--- config.mk ---
export PLATFORM = sky130hd
export DESIGN_NAME = button_conditioner
export DESIGN_NICKNAME = d
export VERILOG_FILES = /design/src/rtl/clock_pkg.sv /design/src/rtl/button_channel.sv /design/src/rtl/button_conditioner.sv
export SDC_FILE = /design/constraint.sdc
export NUM_CORES = 1
export LEC_CHECK = 0
export CAP_MARGIN = 40
export CORE_UTILIZATION = 52
export DETAILED_ROUTE_END_ITERATION = 10
export GPL_ROUTABILITY_DRIVEN = 0
export PLACE_DENSITY = 0.68
export SYNTH_ARGS = -nofsm -noshare
export SYNTH_HDL_FRONTEND = slang
export SYNTH_SLANG_ARGS = --single-unit
--- constraint.sdc ---
create_clock -name clk -period 7.05 [get_ports clk]
set_input_delay 1.0575 -clock clk [delete_from_list [all_inputs] [get_ports clk]]
set_output_delay 1.0575 -clock clk [all_outputs]
set_load 0.005 [all_outputs]
--- src/rtl/clock_pkg.sv ---
// Shared wall-clock helpers: ms-to-cycles and clog2 constant functions, plus the
// per-button repeat FSM state encoding.
package clock_pkg;

    typedef enum logic [1:0] {
        RELEASED    = 2'd0,
        HOLD_DELAY  = 2'd1,
        HOLD_REPEAT = 2'd2,
        HOLD_NOREP  = 2'd3
    } repeat_state_e;

    function automatic int ms_to_cycles(input int clk_rate_hz, input int ms);
        return clk_rate_hz / 1000 * ms;
    endfunction

    function automatic int clog2(input int value);
        int result;
        result = 0;
        while ((1 << result) < value) result++;
        return result;
    endfunction

    function automatic int max_int(input int a, input int b);
        return (a > b) ? a : b;
    endfunction

endpackage

--- src/rtl/button_channel.sv ---
// One push-button channel: two-flop synchronizer, debounce counter and the
// auto-repeat FSM producing registered press/release strobes.
module button_channel
    import clock_pkg::*;
#(
    parameter int D         = 20,
    parameter int R0        = 500,
    parameter int RP        = 100,
    parameter bit REPEAT_EN = 1'b0
) (
    input  logic clk,
    input  logic reset_n,
    input  logic button_n_i,
    output logic held_o,
    output logic press_o,
    output logic release_o
);

    localparam int DCNT_W = max_int(1, clog2(D + 1));
    localparam int RCNT_W = max_int(1, clog2(max_int(R0, RP) + 1));
    localparam logic [DCNT_W-1:0] D_LAST  = DCNT_W'(D - 1);
    localparam logic [RCNT_W-1:0] R0_LAST = RCNT_W'(R0 - 1);
    localparam logic [RCNT_W-1:0] RP_LAST = RCNT_W'(RP - 1);

    logic              sync1_q, sync2_q;
    logic              held_q, held_d;
    logic [DCNT_W-1:0] dcnt_q, dcnt_d;
    logic [RCNT_W-1:0] rcnt_q;
    logic              press_q, release_q;
    repeat_state_e     state_q;
    logic              pressed_s, rise, fall;

    // NOTE: sequential state uses non-blocking assignments so every flop samples
    // pre-edge values; the synchronizer resets to 1 because 1 means released.
    always_ff @(posedge clk or negedge reset_n) begin
        if (!reset_n) begin
            sync1_q <= 1'b1;
            sync2_q <= 1'b1;
            held_q  <= 1'b0;
            dcnt_q  <= '0;
        end else begin
            sync1_q <= button_n_i;
            sync2_q <= sync1_q;
            held_q  <= held_d;
            dcnt_q  <= dcnt_d;
        end
    end

    assign pressed_s = ~sync2_q;

    // NOTE: every output of this block gets a default first so no latch is inferred.
    always_comb begin
        dcnt_d = '0;
        held_d = held_q;
        if (pressed_s != held_q) begin
            if (dcnt_q == D_LAST) held_d = ~held_q;
            else                  dcnt_d = dcnt_q + 1'b1;
        end
    end

    assign rise = held_d & ~held_q;
    assign fall = ~held_d & held_q;

    always_ff @(posedge clk or negedge reset_n) begin
        if (!reset_n) begin
            state_q   <= RELEASED;
            rcnt_q    <= '0;
            press_q   <= 1'b0;
            release_q <= 1'b0;
        end else begin
            press_q   <= 1'b0;
            release_q <= 1'b0;
            case (state_q)
                RELEASED: begin
                    if (rise) begin
                        press_q <= 1'b1;
                        rcnt_q  <= '0;
                        if (REPEAT_EN) state_q <= HOLD_DELAY;
                        else           state_q <= HOLD_NOREP;
                    end
                end
                HOLD_DELAY: begin
                    if (fall) begin
                        release_q <= 1'b1;
                        rcnt_q    <= '0;
                        state_q   <= RELEASED;
                    end else if (rcnt_q == R0_LAST) begin
                        press_q <= 1'b1;
                        rcnt_q  <= '0;
                        state_q <= HOLD_REPEAT;
                    end else begin
                        rcnt_q <= rcnt_q + 1'b1;
                    end
                end
                HOLD_REPEAT: begin
                    if (fall) begin
                        release_q <= 1'b1;
                        rcnt_q    <= '0;
                        state_q   <= RELEASED;
                    end else if (rcnt_q == RP_LAST) begin
                        press_q <= 1'b1;
                        rcnt_q  <= '0;
                    end else begin
                        rcnt_q <= rcnt_q + 1'b1;
                    end
                end
                HOLD_NOREP: begin
                    if (fall) begin
                        release_q <= 1'b1;
                        rcnt_q    <= '0;
                        state_q   <= RELEASED;
                    end
                end
                default: state_q <= RELEASED;
            endcase
        end
    end

    assign held_o    = held_q;
    assign press_o   = press_q;
    assign release_o = release_q;

endmodule

--- src/rtl/button_conditioner.sv ---
// Conditions the raw active-low board buttons into debounced levels and
// press/release strobes, with optional per-channel auto-repeat.
module button_conditioner
    import clock_pkg::*;
#(
    parameter int                     CLK_RATE_HZ      = 100_000_000,
    parameter int                     NUM_BUTTONS      = 3,
    parameter int                     DEBOUNCE_MS      = 10,
    parameter int                     REPEAT_DELAY_MS  = 500,
    parameter int                     REPEAT_PERIOD_MS = 150,
    parameter logic [NUM_BUTTONS-1:0] REPEAT_ENABLE    = '0
) (
    input  logic                   clk,
    input  logic                   reset_n,
    input  logic [NUM_BUTTONS-1:0] buttons_n_i,
    output logic [NUM_BUTTONS-1:0] held_o,
    output logic [NUM_BUTTONS-1:0] press_o,
    output logic [NUM_BUTTONS-1:0] release_o
);

    // Repeat timings are floored at one cycle so a zero-ms setting cannot wrap the compare.
    localparam int D  = max_int(1, ms_to_cycles(CLK_RATE_HZ, DEBOUNCE_MS));
    localparam int R0 = max_int(1, ms_to_cycles(CLK_RATE_HZ, REPEAT_DELAY_MS));
    localparam int RP = max_int(1, ms_to_cycles(CLK_RATE_HZ, REPEAT_PERIOD_MS));

    for (genvar g = 0; g < NUM_BUTTONS; g++) begin : g_channel
        button_channel #(
            .D         (D),
            .R0        (R0),
            .RP        (RP),
            .REPEAT_EN (REPEAT_ENABLE[g])
        ) u_channel (
            .clk        (clk),
            .reset_n    (reset_n),
            .button_n_i (buttons_n_i[g]),
            .held_o     (held_o[g]),
            .press_o    (press_o[g]),
            .release_o  (release_o[g])
        );
    end

endmodule

==> summary by stage, run 1 <==
Run status
The flow ran to the end, and the final reports show no timing, DRC or antenna violations.

Critical path
The category of cells accounting for the largest share of critical-path delay is simple AND/OR/NAND/NOR gates. The required time at the endpoint of the critical path is 7360 ps. Together, buffers and inverters on the worst path number 1.

The highest fanout seen on the critical path is 32. Walking the worst path, the cells encountered are or4_1, nor4_2, nand2_1, o41a_1, buf_4, nand2b_1, o31ai_1. The worst setup path is captured at a flip-flop. The critical path launch point type is a flip-flop. Data arrives at the worst endpoint at between 3000 and 4000 ps.

The critical path class is reg2reg. The slowest cell on the critical path is sky130_fd_sc_hd__or4_1. The stage delay of the slowest cell on the critical path is between 500 and 600 ps.

Worst hold path
The class of the tightest hold or removal check is reg2reg.

Routing
The count of vias placed by the detailed router is ~7.3k. Dividing the detail-routed wire length by the instance count gives 14.9 um. In the final routing, the length of wire on met1 measures approximately 9 mm. The routed wire length on met2 is a little under 9 mm. Before antenna repair, the detailed router went through 5 iterations.

The routed design uses 594 um of met3 wire. The DRC violation count after routing is 0. The top layer used by detailed routing is met4. The remaining antenna violation count after routing is 0. The detailed router's first-iteration violation count is approximately 400. The total wirelength of the detailed-routed design is between 15 and 20 mm. After detailed routing, the number of vias per cell comes to 5.83.

Synthesis
The synthesized netlist occupies a cell area of a little over 9000 um2. The count of synthesis-stage warnings from yosys is 0. Of the total synthesized cell area, the portion taken by AND, OR, NAND and NOR gates is about 28%. Summing the areas of all xor and xnor instances in the mapped netlist gives under 10% of the synthesized area. The commonest cells after synthesis are 153 x sky130_fd_sc_hd__dfrtp_1, 106 x sky130_fd_sc_hd__nand2_1, 95 x sky130_fd_sc_hd__nor2_1. The post-synthesis adder-cell area fraction is under 10%. Yosys attributes the largest share of cell area to sky130_fd_sc_hd__dfrtp_1 42%, sky130_fd_sc_hd__nand3_1 4.7%, sky130_fd_sc_hd__nand2_1 4.4%, sky130_fd_sc_hd__nor2_1 3.9%, sky130_fd_sc_hd__ha_1 2.9%. The combinational family with the most area after synthesis is simple AND/OR/NAND/NOR gates. The share of the synthesized area in compound gates (AO/OA/AOI/OAI) is between 10% and 20%. The sequential-to-total area share from yosys stat is between 40% and 50%. The number of nets produced by synthesis is about 1.0k. In the post-synthesis netlist, the cell with the most instances is sky130_fd_sc_hd__dfrtp_1. Measured against the total synthesized area, the mux share comes to less than 1%. Averaged over all synthesized cells, the footprint is 8.96 um2. The post-synthesis register bit count is 159. The count of flip-flops with a built-in enable after synthesis is 0. The netlist uses just under 70 different library cells. sky130_fd_sc_hd__dfrtp_1 takes more of the synthesized area than any other cell. Synthesis handed over a netlist of 1018 instances. The main flop type after synthesis is sky130_fd_sc_hd__dfrtp_1. After synthesis, the largest area contributor takes up about two fifths of total cell area. The proportion of register bits with asynchronous set or reset after synthesis is 100%.

Global route
The number of global-route vias before repair came to 6978. The pin count of the biggest net entering global routing is 59. Summed over all layers, the global routing overflow is 0. The number of antenna violations at the first check in global routing was 0. The combined global-route utilization of all metal layers is 22.1%.

The first global-routing pass estimated roughly 33 mm of wire.

Finish
Cells with a size suffix above 1 make up 6.80% of the layout. The area growth from synthesis to layout is 9.81%. Once layout is done, the placed cells without fillers occupy ~10000 um2. Fill cells in the final layout number 1522.

The number of nets in the layout is between 1k and 1.5k. 0 antenna diodes ended up in the layout.

Timing
Setup repair after global routing left no endpoint under its margin. Headroom to the max-slew limit came out at 44.3%. The shortest period the worst path allows is ~3300 ps. The slew at the pin with the worst max-slew slack is 835 ps. Across the routed clock network, the largest skew measured is between 9 and 10 ps. The number of hold-slack violations in the final timing report came to 0. Setup violations remaining at the end of the flow were counted as 0.

Across all setup checks in the final design, the least slack found is ~3700 ps. Dividing the final minimum period by the clock period gives between 40% and 50%. For the final routed database, the setup TNS stands at 0 ps. Timing would allow up to around 0.30 GHz.

The worst slack on hold paths is roughly 350 ps. The max-slew violation total from the final report came to 0.

Floorplan
Measured along the x axis, the die boundary spans approximately 130 um. The vertical die dimension is 134 um. The floorplan has 48 rows. The die area is 18100 um2.

For this design the top-level I/O count stands at 14. After floorplanning, the core was sized to cover 17200 um2. Once the floorplan was initialized, standard cells occupied a little over half of the core.

Flow run
Max-cap violations in this run came to 0.

Power
The power density relative to cell area is 193 nW/um2. Power comes to approximately 0.0019 W. Registers are responsible for 47.9% of the overall power. The portion of total power attributed to the clock network is 50.3%. The total net switching power is between 0.0003 and 0.0004 W. The combinational share of power is 1.9%. IR analysis of the VDD net gives a maximum drop of ~0.16 mV.

Internal power comes to between 0.0015 and 0.002 W. The static leakage power is about 4 nW. Net switching is 20.4% of the power.

Place
The wire-length estimate of the detail-placed layout is between 10 and 15 mm. During placement, the flow inserted port buffers numbering 13. The standard cell area after detailed placement is 9390 um2. At the placement stage, the worst setup path has a slack of around 3700 ps.

Clocking
Clock-pin slew was measured on the worst setup and hold paths at roughly 60 ps. The total CTS buffers is 17. The number of gates given a new drive strength after cts is 0. In this run the deepest clock path goes through 2 buffers. The number of hold buffers added after CTS is 0.

TritonCTS built the clock tree. The number of levels the H-tree was split into is 4. The later pin in the worst-skew pair is clocked with a latency of around 420 ps. CTS saw ~160 sinks. In this run the clock root is driven by a sky130_fd_sc_hd__clkbuf_16. In this run the post-CTS setup repair buffer count came out at 0.
final cells by class:
type                       count  area, um2  area share (%)
inverter                      50        188            1.87
multi-input combinational    766       4700            46.9
clock buffer                  21        460            4.60
sequential                   159       3990            39.8
tap                          225        282            2.81
clock inverter                10        161            1.61
timing repair buffer          24        239            2.39
registers in the layout (all words and copies together), names as in the netlist:
name	cells
g_channel.u_channel.dcnt_q	60
g_channel.u_channel.held_o	3
g_channel.u_channel.press_o	3
g_channel.u_channel.rcnt_q	78
g_channel.u_channel.release_o	3
g_channel.u_channel.state_q	6
g_channel.u_channel.sync1_q	3
g_channel.u_channel.sync2_q	3
per-stage QoR:
| stage | cells | utilization, % |
|---|---|---|
| final | 1255 | 58.1 |
| after global routing | 1255 | 58.1 |
| after CTS | 1255 | 58.1 |
| after detailed placement | 1224 | 54.5 |
| after global placement | 1220 | 54.2 |
| after floorplan | 1018 | - |
final timing paths:
kind | start | to | slack [ps] | cells after the start
hold reg to reg | g_channel[2].u_channel.sync1_q$_DFF_PN1_ | g_channel[2].u_channel.sync2_q$_DFF_PN1_ | 350 | 0
max in group asynchronous | reset_n | g_channel[2].u_channel.rcnt_q[9]$_DFFE_PN0P_ | 5140 | 3
hold / removal | g_channel[2].u_channel.sync1_q$_DFF_PN1_ | g_channel[2].u_channel.sync2_q$_DFF_PN1_ | 350 | 0
setup reg to reg | g_channel[2].u_channel.dcnt_q[6]$_DFF_PN0_ | g_channel[2].u_channel.rcnt_q[14]$_DFFE_PN0P_ | 3720 | 7
min in group asynchronous | reset_n | g_channel[1].u_channel.dcnt_q[11]$_DFF_PN0_ | 570 | 1
setup / recovery | g_channel[2].u_channel.dcnt_q[6]$_DFF_PN0_ | g_channel[2].u_channel.rcnt_q[14]$_DFFE_PN0P_ | 3720 | 7
cells in the final DEF (no fill, tap or decap), drive strengths merged, types with 5 or more instances in the layout:
cell / n
or3: 22
ha: 21
o2bb2a: 14
a21boi: 5
and3: 26
dfrtp: 153
o31ai: 13
a22oi: 10
nor2: 95
o22ai: 11
nand2: 106
xnor2: 26
or2: 6
nor4: 23
nand3: 85
buf: 12
nand4: 36
clkbuf: 21
o41ai: 10
o2bb2ai: 5
or4: 23
clkdlybuf4s50: 12
clkinv: 6
nor2b: 5
nand2b: 6
a21o: 5
inv: 50
xor2: 29
a21oi: 37
nand4b: 8
o21ai: 45
and2: 14
or4b: 5
dfstp: 6
o21bai: 5
nor3: 17
o21a: 6
and4: 11
power groups by stage:
stage          registers, W  clock network (W)  logic (W)
4_1_cts            0.000926           0.000997  0.0000385
5_1_grt            0.000926            0.00104  0.0000428
3_3_place_gp       0.000942                  0  0.0000365
2_1_floorplan      0.000941                  0  0.0000117
3_5_place_dp       0.000942                  0  0.0000383
6_report           0.000926           0.000972  0.0000361
layer usage:
metal | global-route usage, % | vias to the layer above
met5 | 0 | -
met4 | 6.37 | 0
met3 | 4.69 | 17
met1 | 29.8 | 3502
li1 | - | 3690
met2 | 35.9 | 102
kinds of logic after synthesis:
| group | Yosys count |
|---|---|
| xor+xnor | 55 |
| simple gates | 494 |
| mux | 4 |
| flops | 159 |
| buf+inv | 93 |
| fa+ha+maj | 21 |
| compound gates | 192 |
(Power assumes the default switching activity.)
==> run 2, diff against run 1 <==
Settings changed: PLACE_DENSITY 0.68 to 0.71.
Clock period 7.05 ns to 2.7 ns, I/O delays scaled along.
==> run 2 against run 1 <==
First-iteration DRC count increased by 40%. Via count up 5.3%. Cell area rose by 4.5%. Sequential power increased to 2.6 times the previous value. Clock-buffer cell count is 1 higher. Critical path depth is the same. Hold slack better by 4.5 ps. Sequential share of layout area decreased by 1.7 points. Critical endpoint is now g_channel[1].u_channel.rcnt_q[9]$_DFFE_PN0P_.
==> summary by stage, run 2 (synthesized netlist as in run 1, its figures left out) <==
Timing
The worst slew margin relative to its limit is 40.5% (was 44.3%). The highest achievable clock rate was 0.375 GHz (was 0.301 GHz). The number of endpoints failing setup at the final stage is 0 (unchanged). The shortest period the worst path allows is 2670 ps (was 3330 ps). The largest clock skew in the final design is 6.44 ps (was 9.01 ps). The number of hold-slack violations in the final timing report is 0 (unchanged). Setup repair after global routing missed its margin: yes (was no). The slew at the pin with the worst max-slew slack was 893 ps (was 835 ps).

The final critical-path share of the clock period is 98.8% (was 47.2%). The max-slew violation total from the final report is 0 (unchanged).

Clocking
The number of buffers on the longest clock path came to 2 (unchanged). The post-CTS clock slew at the launch and capture registers of the worst setup and hold paths came to 60 ps (about the same). The root buffer cell is sky130_fd_sc_hd__clkbuf_16 (unchanged). The clock network latency to the later pin of the worst-skew pair is 430 ps (was 420 ps). The number of levels the H-tree was split into is 4 (unchanged). The clock sink count is 159 (unchanged). The CTS tree is done (unchanged). The total CTS buffers is 17 (unchanged).

Power
The portion of total power attributed to the clock network is 47.0% (was 50.3%). The total net switching power is 0.00105 W (was 0.000395 W). The static leakage power was 4.27 nW (was 3.98 nW).

The register share of total power came to 51.0% (was 47.9%). The internal power was 0.00369 W (was 0.00154 W). The switching share of power is 22.1% (was 20.4%).

The power density relative to cell area came to 453 nW/um2 (was 193 nW/um2). The combinational share of power is 2.1% (was 1.9%). The peak supply drop is 0.475 mV (was 0.159 mV).

Finish
Most frequent cells in the layout: 153 x sky130_fd_sc_hd__dfrtp_1, 106 x sky130_fd_sc_hd__nand2_1, 95 x sky130_fd_sc_hd__nor2_1 (unchanged). The fraction of layout instances using a drive strength above 1 came to 12.2% (was 6.80%). Biggest regs: g_channel.u_channel.rcnt_q x78, g_channel.u_channel.dcnt_q x60, g_channel.u_channel.state_q x6 (unchanged). The area added between synthesis and finish was 14.7% (was 9.81%). The most common library cell in the layout ignoring fill and taps was sky130_fd_sc_hd__dfrtp_1 (unchanged). The finished layout cell area is 10500 um2 (was 10000 um2).

The top register by number of flip-flops was g_channel.u_channel.rcnt_q (unchanged). The flip-flop count of the largest register after layout is 78 (unchanged). The diode insertion count for antenna repair is 0 (unchanged). The final cell utilization of the core is 60.7% (was 58.1%).

The number of nets in the layout is 1100 (was 1044).

Routing
The mean routed wirelength per cell is 15.1 um (was 14.9 um). The total iterations of the first detailed-routing run is 5 (unchanged). The DRC violation count after routing is 0 (unchanged). The remaining antenna violation count after routing was 0 (unchanged). The routed via count divided by cell count is 5.87 (was 5.83). The total wirelength of the detailed-routed design is 19.9 mm (was 18.7 mm). The count of vias placed by the detailed router came to 7696 (was 7311). The detailed router's first-iteration violation count is 569 (was 407).

Critical path
The highest fanout seen on the critical path is 12 (was 32). The endpoint class of the critical path is a flip-flop (unchanged). The startpoint of the most critical setup path is g_channel[1].u_channel.rcnt_q[11]$_DFFE_PN0P_ (was g_channel[2].u_channel.dcnt_q[6]$_DFF_PN0_). The critical path class is reg2reg (unchanged).

The critical path launch point type is a flip-flop (unchanged). The count of cells along the worst register-to-register path came to 7 (unchanged). The endpoint of the worst register-to-register path is g_channel[1].u_channel.rcnt_q[9]$_DFFE_PN0P_ (was g_channel[2].u_channel.rcnt_q[14]$_DFFE_PN0P_). The register-to-register setup slack was 30 ps (was 3720 ps). The critical path arrival is 2980 ps (was 3640 ps). The critical register-to-register path startpoint was g_channel[1].u_channel.rcnt_q[11]$_DFFE_PN0P_ (was g_channel[2].u_channel.dcnt_q[6]$_DFF_PN0_).

The required time at the endpoint of the critical path came to 3010 ps (was 7360 ps).

Worst hold path
The class of the tightest hold or removal check is reg2reg (unchanged). The startpoint of the worst hold path was g_channel[0].u_channel.sync1_q$_DFF_PN1_ (was g_channel[2].u_channel.sync1_q$_DFF_PN1_). The hold path endpoint is g_channel[0].u_channel.sync2_q$_DFF_PN1_ (was g_channel[2].u_channel.sync2_q$_DFF_PN1_).

The cell depth of the worst hold path is 0 (unchanged).

Global route
The number of global-route vias before repair is 7307 (was 6978). The pin count of the biggest net entering global routing came to 59 (unchanged). The wire length of the first global-routing pass was 34.2 mm (was 32.7 mm). The number of antenna violations at the first check in global routing is 0 (unchanged).

The combined global-route utilization of all metal layers was 23.2% (was 22.1%). The global-route congestion overflow total is 0 (unchanged).

Floorplan
The vertical die dimension came to 134 um (unchanged). The number of I/O pins is 14 (unchanged). The initial standard-cell utilization of the core came to 52.9% (unchanged). The core box area came to 17200 um2 (unchanged).

The number of cell rows is 48 (unchanged). The die area is 18100 um2 (unchanged). The die span in x is 134 um (unchanged).

Flow run
The number of max-cap violations is 0 (unchanged).

Place
The half-perimeter wire length of the detailed placement result is 13.4 mm (was 12.7 mm). The count of buffers from port buffering is 13 (unchanged). The standard cell area after detailed placement came to 9790 um2 (was 9390 um2).

Run status
Status: finished clean (unchanged).
run 2: critical path: stages, from the launching register on:
cell	delay (ps)
sky130_fd_sc_hd__dfrtp_1	380
sky130_fd_sc_hd__or4_1	510
sky130_fd_sc_hd__or4_4	550
sky130_fd_sc_hd__o31a_2	420
sky130_fd_sc_hd__o2111ai_4	320
sky130_fd_sc_hd__buf_12	180
sky130_fd_sc_hd__or3_1	120
sky130_fd_sc_hd__o21ai_1	60
run 2: stage by stage:
step	TNS [ps]	hold WS (ps)	power [W]	setup WS, ps	cells
after global routing	-298	359	0.00491	-35.2	1312
after detailed placement	-60.8	347	0.00256	-18.0	1274
final	0	355	0.00474	32.5	1312
after floorplan	0	109	0.00249	39.0	1018
after CTS	0	356	0.00480	21.8	1308
after global placement	0	346	0.00256	50.3	1274
run 2: power groups by stage:
stage | Combinational, W | Clock (W) | Sequential, W
after floorplan | 0.0000306 | 0 | 0.00246
after global placement | 0.000102 | 0 | 0.00246
after detailed placement | 0.000103 | 0 | 0.00246
after CTS | 0.000105 | 0.00228 | 0.00242
after global routing | 0.000116 | 0.00238 | 0.00242
final | 0.0000988 | 0.00223 | 0.00242
run 2: final cells by class:
type	count	area, um2
Sequential cell	159	3990
Inverter	50	188
Clock inverter	10	61.3
Fill cell	1455	6780
Tap cell	225	282
Timing Repair Buffer	80	712
Multi-Input combinational cell	766	4750
Clock buffer	22	484
run 2: worst max path at each step:
stage / slack [ps] / cells past startpoint / endpoint
floorplan: 40 / 7 / g_channel[1].u_channel.rcnt_q[23]$_DFFE_PN0P_
CTS: 20 / 7 / g_channel[1].u_channel.rcnt_q[9]$_DFFE_PN0P_
detailed placement: -20 / 6 / g_channel[1].u_channel.rcnt_q[22]$_DFFE_PN0P_
global route: -40 / 7 / g_channel[1].u_channel.rcnt_q[15]$_DFFE_PN0P_
finish: 30 / 7 / g_channel[1].u_channel.rcnt_q[9]$_DFFE_PN0P_
global placement: 50 / 6 / g_channel[1].u_channel.rcnt_q[24]$_DFFE_PN0P_
run 2: per-layer routing:
| metal | global-route usage, % | share of wire [%] |
|---|---|---|
| met3 | 4.61 | 3.4 |
| met2 | 38.1 | 49 |
| met5 | 0 | 0 |
| met1 | 30.9 | 46 |
| met4 | 7.18 | 1.0 |
run 2: timing repair:
action                                  in CTS  in global routing
endpoints found under the hold margin       41                  0
endpoints found under the setup margin       6                 59
cloned                                       1                  1
buffers inserted                             0                  3
resized for setup                            2                 20
pin swaps                                    2                  4
hold buffers                                 1                  0
==> run 3, diff against run 2 <==
Settings changed: ABC_AREA set to 1.
==> run 3 against run 2 <==
Clock-buffer cell count down 2. Setup slack better by 370 ps. Largest cell class unchanged. Wire length up 16%. Non-clock buffer count down 60. Power up 7.2%. Sequential cell count unchanged. Critical endpoint is now g_channel[0].u_channel.rcnt_q[18]$_DFFE_PN0P_. Synthesized area up 13%. Hold slack better by 2.6 ps. Highest routed layer is now met5. Cell area up 7.9%. Clock power up 15%. Utilization down 2.7 points. Critical path type unchanged. Critical path depth up 3.
==> summary by stage, run 3 <==
Synthesis
Post-synth top cells: 409 x sky130_fd_sc_hd__nand2_1, 257 x sky130_fd_sc_hd__nor2_1, 177 x sky130_fd_sc_hd__inv_1 (was 153 x sky130_fd_sc_hd__dfrtp_1, 106 x sky130_fd_sc_hd__nand2_1, 95 x sky130_fd_sc_hd__nor2_1). The mean instance size in the synthesized netlist is 6.93 um2 (was 8.96 um2). The main flop type after synthesis is sky130_fd_sc_hd__dfrtp_1 (unchanged). The gate count after technology mapping is 1493 (was 1018).

The share of the synthesized area in compound gates (AO/OA/AOI/OAI) came to 6.56% (was 14.5%). The number of nets produced by synthesis is 1519 (was 1044). The post-synthesis register bit count is 159 (unchanged). The cell type contributing the most total cell area after synthesis is sky130_fd_sc_hd__dfrtp_1 (unchanged). The simple-gate share of the synthesized area is 39.9% (was 28.3%).

The area share of the largest cell type after synthesis is 37.0% (was 42.0%). The count of synthesis-stage warnings from yosys is 0 (unchanged). The proportion of register bits with asynchronous set or reset after synthesis is 100% (unchanged). The sequential-to-total area share from yosys stat is 38.5% (was 43.7%). Biggest area contributors in the synthesized netlist: sky130_fd_sc_hd__dfrtp_1 37%, sky130_fd_sc_hd__nand2_1 15%, sky130_fd_sc_hd__nor2_1 9.3%, sky130_fd_sc_hd__inv_1 6.4%, sky130_fd_sc_hd__nand3_1 5.5% (was sky130_fd_sc_hd__dfrtp_1 42%, sky130_fd_sc_hd__nand3_1 4.7%, sky130_fd_sc_hd__nand2_1 4.4%, sky130_fd_sc_hd__nor2_1 3.9%, sky130_fd_sc_hd__ha_1 2.9%). The leading cell type by number of instances after synthesis is sky130_fd_sc_hd__nand2_1 (was sky130_fd_sc_hd__dfrtp_1). The post-synthesis adder-cell area fraction is 2.54% (was 2.88%). The count of flip-flops with a built-in enable after synthesis was 0 (unchanged). The distinct cell type count after synthesis is 46 (was 69). The synthesized-area fraction occupied by xor and xnor cells is 3.56% (was 5.28%). The combinational family with the most area after synthesis was simple AND/OR/NAND/NOR gates (unchanged).

The post-synthesis mux area share is 0.0968% (was 0.494%). The synthesized cell area was 10300 um2 (was 9120 um2).

Clocking
The number of gates given a new drive strength after cts was 0 (was 2). The clock network latency to the later pin of the worst-skew pair was 440 ps (was 430 ps). The total CTS buffers is 17 (unchanged).

The number of levels the H-tree was split into is 4 (unchanged). The clock sink count is 159 (unchanged). The root buffer cell is sky130_fd_sc_hd__clkbuf_16 (unchanged).

The CTS tree is done (unchanged). The number of buffers on the longest clock path is 2 (unchanged). The post-CTS clock slew at the launch and capture registers of the worst setup and hold paths is 70 ps (was 60 ps).

Global route
The met1 demand-to-capacity share in global routing is 33.8% (was 30.9%). The pin count of the biggest net entering global routing is 90 (was 59). The wire length of the first global-routing pass is 40.5 mm (was 34.2 mm). The busiest layer in global routing is met2 (unchanged). The number of antenna violations at the first check in global routing is 1 (was 0). The number of global-route vias before repair is 8640 (was 7307). The combined global-route utilization of all metal layers is 24.5% (was 23.2%).

The met3 layer usage reported by global route is 3.92% (was 4.61%). The global-route congestion overflow total is 0 (unchanged). The met2 routing resource usage after global routing is 38.8% (was 38.1%).

Routing
The DRC violation count after routing is 0 (unchanged). The routed via count divided by cell count was 5.18 (was 5.87). The mean routed wirelength per cell is 13.0 um (was 15.1 um).

The total iterations of the first detailed-routing run was 5 (unchanged). The total wirelength of the detailed-routed design came to 23.1 mm (was 19.9 mm). The count of vias placed by the detailed router is 9209 (was 7696). The remaining antenna violation count after routing is 0 (unchanged). The detailed router's first-iteration violation count is 657 (was 569).

Finish
Biggest regs: g_channel.u_channel.rcnt_q x78, g_channel.u_channel.dcnt_q x60, g_channel.u_channel.state_q x6 (unchanged). The number of nets in the layout is 1525 (was 1100). The most common library cell in the layout ignoring fill and taps is sky130_fd_sc_hd__nand2_1 (was sky130_fd_sc_hd__dfrtp_1). The area added between synthesis and finish was 9.16% (was 14.7%).

The diode insertion count for antenna repair is 0 (unchanged). The flip-flop count of the largest register after layout came to 78 (unchanged). The top register by number of flip-flops is g_channel.u_channel.rcnt_q (unchanged).

The fraction of layout instances using a drive strength above 1 is 6.55% (was 12.2%). Most frequent cells in the layout: 409 x sky130_fd_sc_hd__nand2_1, 257 x sky130_fd_sc_hd__nor2_1, 177 x sky130_fd_sc_hd__inv_1 (was 153 x sky130_fd_sc_hd__dfrtp_1, 106 x sky130_fd_sc_hd__nand2_1, 95 x sky130_fd_sc_hd__nor2_1).

Floorplan
The vertical die dimension came to 143 um (was 134 um). The die area came to 20500 um2 (was 18100 um2). The initial standard-cell utilization of the core came to 53.2% (was 52.9%). The number of I/O pins is 14 (unchanged).

The core box area came to 19500 um2 (was 17200 um2). The die span in x came to 143 um (was 134 um). The number of cell rows was 51 (was 48).

Timing
The largest clock skew in the final design came to 12.3 ps (was 6.44 ps). The worst slew margin relative to its limit was 64.7% (was 40.5%). The number of hold-slack violations in the final timing report is 0 (unchanged). The shortest period the worst path allows is 2300 ps (was 2670 ps).

The final critical-path share of the clock period is 85.2% (was 98.8%). The highest achievable clock rate is 0.435 GHz (was 0.375 GHz). Setup repair after global routing missed its margin: no (was yes). The max-slew violation total from the final report was 0 (unchanged). The total negative slack is 0 ps (unchanged). The slew at the pin with the worst max-slew slack is 529 ps (was 893 ps). The number of endpoints failing setup at the final stage came to 0 (unchanged).

Critical path
The register-to-register setup slack is 400 ps (was 30 ps). The critical path arrival is 2620 ps (was 2980 ps). The required time at the endpoint of the critical path is 3020 ps (was 3010 ps). The critical path launch point type is a flip-flop (unchanged). The critical path class is reg2reg (unchanged).

The highest fanout seen on the critical path was 23 (was 12). The endpoint class of the critical path is a flip-flop (unchanged).

Power
The switching share of power came to 21.6% (was 22.1%). The static leakage power is 4.99 nW (was 4.27 nW). The peak supply drop is 0.408 mV (was 0.475 mV). The combinational share of power is 2.1% (about the same). The internal power was 0.00399 W (was 0.00369 W). The power density relative to cell area came to 450 nW/um2 (was 453 nW/um2). The portion of total power attributed to the clock network was 50.4% (was 47.0%).

The register share of total power is 47.5% (was 51.0%). The power after layout is 0.00508 W (was 0.00474 W). The total net switching power came to 0.00110 W (was 0.00105 W).

Flow run
The number of max-cap violations is 0 (unchanged).

Worst hold path
The class of the tightest hold or removal check is reg2reg (unchanged).

Run status
Status: finished clean (unchanged).

Place
The half-perimeter wire length of the detailed placement result came to 16.6 mm (was 13.4 mm). The count of buffers from port buffering is 13 (unchanged).
[run 3: cell count changes after synthesis, sizes merged, moves of 18 or more]
cell | before | now
nand2 | 106 | 424
nor2 | 95 | 272
inv | 50 | 181
nor3 | 17 | 48
nand3 | 85 | 115
and3 | 26 | 1
or4 | 23 | 0
nand4 | 36 | 58
nor4 | 23 | 1
or3 | 22 | 0
o21ai | 45 | 63
[run 3: what timing repair did]
| item | CTS | global route |
|---|---|---|
| setup buffers | 0 | 0 |
| hold endpoints to repair | 32 | 0 |
| hold buffers | 1 | 0 |
[run 3: worst max-delay path, cell delays in order (launching register included)]
cell,delay [ps]
sky130_fd_sc_hd__dfrtp_1,400
sky130_fd_sc_hd__ha_1,220
sky130_fd_sc_hd__nand2_1,60
sky130_fd_sc_hd__nor2_1,200
sky130_fd_sc_hd__inv_1,130
sky130_fd_sc_hd__nor3_1,240
sky130_fd_sc_hd__nand2_1,80
sky130_fd_sc_hd__nand3_1,130
sky130_fd_sc_hd__nand2_2,300
sky130_fd_sc_hd__a21oi_1,340
sky130_fd_sc_hd__nor2_1,70
[run 3: path summary, 6_finish.rpt]
check | end | cells past startpoint | start
setup / recovery | g_channel[0].u_channel.rcnt_q[18]$_DFFE_PN0P_ | 10 | g_channel[0].u_channel.rcnt_q[0]$_DFFE_PN0P_
hold / removal | g_channel[1].u_channel.sync2_q$_DFF_PN1_ | 0 | g_channel[1].u_channel.sync1_q$_DFF_PN1_
setup reg to reg | g_channel[0].u_channel.rcnt_q[18]$_DFFE_PN0P_ | 10 | g_channel[0].u_channel.rcnt_q[0]$_DFFE_PN0P_
hold reg to reg | g_channel[1].u_channel.sync2_q$_DFF_PN1_ | 0 | g_channel[1].u_channel.sync1_q$_DFF_PN1_
max in group asynchronous | g_channel[2].u_channel.dcnt_q[11]$_DFF_PN0_ | 3 | reset_n
min in group asynchronous | g_channel[1].u_channel.dcnt_q[14]$_DFF_PN0_ | 3 | reset_n
[run 3: power by group through the flow]
stage,clock network [W],registers [W],logic [W]
after floorplan,0,0.00245,0.0000397
after CTS,0.00262,0.00241,0.000114
final,0.00256,0.00241,0.000108
after global routing,0.00273,0.00241,0.000129
after detailed placement,0,0.00246,0.000112
after global placement,0,0.00246,0.000111
[run 3: metrics by stage]
stage	worst slack (ps)	hold WS, ps	area (um2)	std cells	util (%)
CTS	420	359	11300	1777	58.0
finish	400	358	11300	1777	58.0
global placement	606	347	10700	1744	54.8
floorplan	988	109	10300	1493	-
detailed placement	452	350	10700	1744	54.8
global route	135	359	11300	1777	58.0
[run 3: layout make-up]
class	count	area (um2)
Timing Repair Buffer	20	211
Multi-Input combinational cell	1117	5450
Tap cell	265	332
Fill cell	1818	8170
Inverter	184	696
Clock inverter	12	181
Sequential cell	159	3990
Clock buffer	20	437
[run 3: cell families (layout without fill, tap and decap cells)]
kind of cell,after synthesis,count (layout)
AO/OA/AOI/OAI,120,120
XOR/XNOR,42,42
adder cells (fa/ha/maj),21,21
buffers and inverters,217,236
flip-flops,159,159
multiplexers,1,1
AND/OR/NAND/NOR,933,933
[run 3: layer usage]
layer | part of all wire, % | wire [um] | vias to the layer above
met2 | 46 | 10600 | 197
met3 | 3.8 | 879 | 31
met5 | 0.056 | 13 | -
met4 | 1.8 | 412 | 2
li1 | - | - | 4771
met1 | 48 | 11200 | 4208
